File: src/rtl/core_ctrl_pkg.sv
// Shared types for the multi-cycle core sequencer: phase encoding, opcodes
// and the datapath control vector layout.
package core_ctrl_pkg;

    typedef enum logic [2:0] {
        RST_IDLE = 3'd0,
        FETCH    = 3'd1,
        DECODE   = 3'd2,
        EXEC     = 3'd3,
        MEM      = 3'd4,
        WB       = 3'd5
    } seq_state_t;

    localparam logic [4:0] OP_R    = 5'b00000;
    localparam logic [4:0] OP_LDR  = 5'b00001;
    localparam logic [4:0] OP_STR  = 5'b00010;
    localparam logic [4:0] OP_BEQ  = 5'b00011;
    localparam logic [4:0] OP_ADDI = 5'b00100;
    localparam logic [4:0] OP_BNE  = 5'b00101;

    typedef struct packed {
        logic       we;
        logic       data_input_s;
        logic       data_input_on;
        logic       opb_select;
        logic       rwrite;
        logic       branch;
        logic       select_mem;
        logic       r2s;
        logic [2:0] alu_signal;
    } ctrl_vec_t;

endpackage

File: src/rtl/ctrl_decode.sv
// Combinational opcode decode: latched opcode/ALU function to the raw control
// vector, plus a legal flag for the known opcode set.
module ctrl_decode
    import core_ctrl_pkg::*;
(
    input  logic [4:0] opc,
    input  logic [2:0] aluop,
    output ctrl_vec_t  vec,
    output logic       legal
);

    always_comb begin
        vec   = '0;
        legal = 1'b1;
        case (opc)
            OP_R:           vec = ctrl_vec_t'({8'b01101000, aluop});
            OP_LDR:         vec = ctrl_vec_t'(11'b00110010000);
            OP_STR:         vec = ctrl_vec_t'(11'b11010000000);
            OP_ADDI:        vec = ctrl_vec_t'(11'b01111000000);
            OP_BEQ, OP_BNE: vec = ctrl_vec_t'(11'b01101101000);
            default:        legal = 1'b0;
        endcase
    end

endmodule

File: src/rtl/multicycle_sequencer.sv
// Multi-cycle FETCH/DECODE/EXEC/MEM/WB sequencer with opcode latch, memory
// handshake wait timer and phase-gated control outputs.
module multicycle_sequencer
    import core_ctrl_pkg::*;
#(
    parameter int MEM_TIMEOUT = 15,
    parameter int TMR_W       = 8
) (
    input  logic       clk,
    input  logic       rst_n,
    input  logic [4:0] OPCODE,
    input  logic [2:0] ALUOP,
    input  logic       ZERO,
    input  logic       IMEM_READY,
    input  logic       DMEM_READY,
    output logic       IMemReq,
    output logic       DMemReq,
    output logic       IRWrite,
    output logic       PCWrite,
    output logic       WE,
    output logic       DataInputS,
    output logic       DataInputON,
    output logic       OpbSelect,
    output logic       RWrite,
    output logic       Branch,
    output logic       SelectMem,
    output logic       R2S,
    output logic [2:0] ALUSignal,
    output logic       ILLEGAL,
    output logic       MEM_ERR
);

    seq_state_t       state;
    logic [4:0]       opc_q;
    logic [2:0]       aluop_q;
    logic [TMR_W-1:0] timer;
    ctrl_vec_t        vec;
    logic             legal;
    logic             at_limit;
    logic             is_branch;
    logic             taken;

    ctrl_decode u_decode (
        .opc   (opc_q),
        .aluop (aluop_q),
        .vec   (vec),
        .legal (legal)
    );

    assign at_limit  = (timer == TMR_W'(MEM_TIMEOUT));
    assign is_branch = (opc_q == OP_BEQ) || (opc_q == OP_BNE);
    assign taken     = (opc_q == OP_BEQ) ? ZERO : !ZERO;

    // Timer is held at zero outside the two waiting phases, so every entry into
    // FETCH or MEM starts counting from zero.
    always_ff @(posedge clk) begin
        if (!rst_n) begin
            state   <= RST_IDLE;
            opc_q   <= '0;
            aluop_q <= '0;
            timer   <= '0;
        end else begin
            timer <= '0;
            case (state)
                RST_IDLE: state <= FETCH;
                FETCH: begin
                    if (IMEM_READY) begin
                        opc_q   <= OPCODE;
                        aluop_q <= ALUOP;
                        state   <= DECODE;
                    end else if (!at_limit) begin
                        timer <= timer + 1'b1;
                    end
                end
                DECODE: state <= legal ? EXEC : FETCH;
                EXEC: begin
                    if (opc_q == OP_LDR || opc_q == OP_STR) state <= MEM;
                    else if (is_branch)                     state <= FETCH;
                    else                                    state <= WB;
                end
                MEM: begin
                    if (DMEM_READY)     state <= (opc_q == OP_STR) ? FETCH : WB;
                    else if (at_limit)  state <= FETCH;
                    else                timer <= timer + 1'b1;
                end
                WB:      state <= FETCH;
                default: state <= RST_IDLE;
            endcase
        end
    end

    always_comb begin
        IMemReq     = 1'b0;
        DMemReq     = 1'b0;
        IRWrite     = 1'b0;
        PCWrite     = 1'b0;
        WE          = 1'b0;
        DataInputS  = 1'b0;
        DataInputON = 1'b0;
        OpbSelect   = 1'b0;
        RWrite      = 1'b0;
        Branch      = 1'b0;
        SelectMem   = 1'b0;
        R2S         = 1'b0;
        ALUSignal   = 3'b000;
        ILLEGAL     = 1'b0;
        MEM_ERR     = 1'b0;
        if (rst_n) begin
            if (state == EXEC || state == MEM || state == WB) begin
                DataInputS  = vec.data_input_s;
                DataInputON = vec.data_input_on;
                OpbSelect   = vec.opb_select;
                SelectMem   = vec.select_mem;
                R2S         = vec.r2s;
                ALUSignal   = vec.alu_signal;
            end
            case (state)
                FETCH: begin
                    IMemReq = 1'b1;
                    if (IMEM_READY) begin
                        IRWrite = 1'b1;
                    end else if (at_limit) begin
                        MEM_ERR = 1'b1;
                        PCWrite = 1'b1;
                    end
                end
                DECODE: begin
                    ILLEGAL = !legal;
                    PCWrite = !legal;
                end
                EXEC: begin
                    PCWrite = is_branch;
                    Branch  = is_branch && taken;
                end
                MEM: begin
                    DMemReq = 1'b1;
                    if (DMEM_READY) begin
                        WE      = vec.we;
                        PCWrite = (opc_q == OP_STR);
                    end else if (at_limit) begin
                        MEM_ERR = 1'b1;
                        PCWrite = 1'b1;
                    end
                end
                WB: begin
                    RWrite  = 1'b1;
                    PCWrite = 1'b1;
                end
                default: ;
            endcase
        end
    end

endmodule

File: config.mk
export PLATFORM = sky130hd
export DESIGN_NAME = multicycle_sequencer
export DESIGN_NICKNAME = d
export VERILOG_FILES = /design/src/rtl/core_ctrl_pkg.sv /design/src/rtl/ctrl_decode.sv /design/src/rtl/multicycle_sequencer.sv
export SDC_FILE = /design/constraint.sdc
export NUM_CORES = 1
export LEC_CHECK = 0
export CAP_MARGIN = 5
export CORE_MARGIN = 2
export CORE_UTILIZATION = 48
export CTS_CLUSTER_SIZE = 28
export DETAILED_ROUTE_END_ITERATION = 16
export PLACE_DENSITY = 0.85
export SYNTH_ARGS = -nofsm -noshare
export SYNTH_HDL_FRONTEND = slang
export SYNTH_SLANG_ARGS = --single-unit
export TNS_END_PERCENT = 1
File: constraint.sdc
create_clock -name clk -period 1.8 [get_ports clk]
set_input_delay 0.18 -clock clk [delete_from_list [all_inputs] [get_ports clk]]
set_output_delay 0.18 -clock clk [all_outputs]
set_load 0.02 [all_outputs]
==> run metrics <==
outcome complete, but fails checks; failing checks negative setup slack; Hold WC Path Type input port to register; Final setup viols 8; Synth top cells by count 20 x nor2_1, 19 x dfxtp_1, 10 x nor2b_1; CP endpoint kind output pin; number of synthesized flops with an enable pin 0; total core area 2410 µm²; largest net degree at the start of global routing 13; wire length on met3 146 µm; Mapped Area 1190 µm²; final worst setup slack -0.139 ns; CTS tree done; Post-Syn Nets 159; clock sinks 19; Rel. slew slack 75.2%; Yosys reg bits 19; initial antenna violation count 0; Initial Util 49.3%; via count 1262; Final Max Slew Viols 0; crit share post-route 108%; Pleak 0.768 nW; Area after DPL 1760 µm²; Required @ worst endpoint 1.62 ns; Reg clk slew, reported paths 0.10 ns; vias in the first global route 1183; Mapped Cells 144; sequential area share after synthesis 32.0%; maximum vdd drop 0.000447 V; RSZ-0062 raised after global routing yes; IO Pins 30; number of CTS-inserted buffers 3; CP Class register to output pin; Worst Clk Skew 0.00284 ns; Synth area leader dfxtp_1; Design Area, Final 1820 µm²; Synth top area share 32.0%; Via density 5.37; CP arrival 1.76 ns; Antenna Nets Post-Route 0; CP Max Fanout 7; die area 2890 µm²; # diodes 0; Min Clock Period, post-route 1.94 ns; H-tree levels 1; Final nets 221; # DRC 0; die width 53.7 µm; IO Port Bufs 29; Worst Tran Pin Value 0.370 ns; Fill cells 177; dpl hpwl 2580 µm; fraction of layout cells with a size suffix above 1 38.0%; Total GRT Usage 25.7%; mean post-synth cell area 8.25 µm²; top sig layer met4; CTS max path bufs 2; Rows 18; M1 WL 1440 µm; ys flop type dfxtp_1; Wirelength per Cell 14.2 µm; P&R area growth vs syn 52.9%; Synth warnings 0; clk root buf clkbuf_4; # Max-Cap Violations 0; setup_tns -0.685 ns; fmax 0.516 GHz; total length of routed wires 3340 µm; PD cells 530 nW/µm²; Area contributors post-synth dfxtp_1 32%, mux2i_1 6.7%, nor2_1 6.3%; Hold Violations, Final 0; first drt pass iteration count 4; RD Place Congestion 0.916; Setup crit start kind register; Async S/R FF share, synth 0%; metal2 WL 1700 µm; initial drt markers 32; final core occ 75.3%; Post-Place Setup Slack -0.509 ns; die height 53.7 µm; total power 962 µW; grt ovf 0; clock latency on the worst-skew pair 0.30 ns; most frequent cell after synthesis nor2_1; global-route wire length before repair 5360 µm; distinct cell type count after synthesis 39
power by group:
| group | switching, mW | leakage [nW] | internal (mW) | total, mW |
|---|---|---|---|---|
| Clock | 0.132 | 0.0150 | 0.0867 | 0.219 |
| Combinational | 0.134 | 0.597 | 0.152 | 0.287 |
| Sequential | 0.0179 | 0.156 | 0.439 | 0.457 |
| Total | 0.285 | 0.768 | 0.678 | 0.962 |
through the flow:
stage | cells | hold WS, ns
4_1_cts | 234 | 0.495
3_5_place_dp | 230 | 0.510
6_report | 235 | 0.491
5_1_grt | 235 | 0.508
2_1_floorplan | 144 | 0.349
3_3_place_gp | 230 | 0.498
per-layer routing:
metal / up-vias / track usage, %
met5: - / 0
met4: 0 / 7.69
met3: 7 / 1.67
met2: 39 / 47.6
met1: 593 / 31.3
li1: 623 / -
sequential cells by signal, summed over array words and instances, names as in the netlist:
signal,cells
timer,8
opc_q,5
aluop_q,3
state,3
cell families after synthesis:
| group | share of synthesized area, % |
|---|---|
| muxes | 6.74 |
| AOI/OAI and AO/OA | 12.0 |
| DFF | 32.0 |
| and+or+nand+nor | 37.0 |
| adders and majority gates | 2.11 |
| buffers and inverters | 4.22 |
| xor gates and xnor gates | 5.90 |
final timing paths:
check / from / to / slack [ns] / cells past startpoint
max reg2reg: state[0] / opc_q[1] / 0.03 / 8
max: state[1] / ALUSignal[1] / -0.14 / 6
min: ALUOP[0] / aluop_q[0] / 0.49 / 3
min reg2reg: aluop_q[0] / aluop_q[0] / 0.53 / 2
layout make-up:
| type | count | area, µm² | area share, % |
|---|---|---|---|
| Multi-Input combinational cell | 114 | 811 | 44.7 |
| Sequential cell | 19 | 385 | 21.2 |
| Timing Repair Buffer | 66 | 548 | 30.2 |
| Clock buffer | 4 | 26.3 | 1.45 |
| Tap cell | 30 | 37.5 | 2.07 |
| Inverter | 2 | 7.51 | 0.414 |
repair_timing:
| action | in CTS | in global routing |
|---|---|---|
| pin swaps | 2 | 3 |
| setup endpoints to repair | 18 | 16 |
| hold buffers | 0 | 0 |
| setup buffers | 0 | 1 |
| resized for setup | 62 | 26 |
worst max-delay path: stages (launching register included):
cell	delay, ns
dfxtp_2	0.35
buf_6	0.13
and3b_2	0.22
o211ai_4	0.10
nor4_4	0.33
and2_1	0.19
buf_6	0.12
layout by cell type (no fill, tap or decap), types with 2 or more instances in the layout:
cell	instances
buf_4	38
nor2_1	18
dfxtp_1	15
clkdlybuf4s50_1	12
nor2b_1	9
nand2_1	8
mux2i_1	8
and2_1	6
xor2_1	5
a21oi_1	5
o21ai_0	5
nand2b_1	4
dfxtp_2	4
buf_6	4
buf_2	4
nand3_1	3
nor3_2	3
and3_1	3
a31oi_1	3
xnor2_1	3
nand3b_1	3
clkbuf_4	3
clkbuf_2	3
clkdlybuf4s15_2	3
nor2_2	2
a211oi_1	2
nand4_1	2
inv_1	2
nor3_1	2
ha_1	2
No activity file was read; power rests on OpenSTA's default activity.
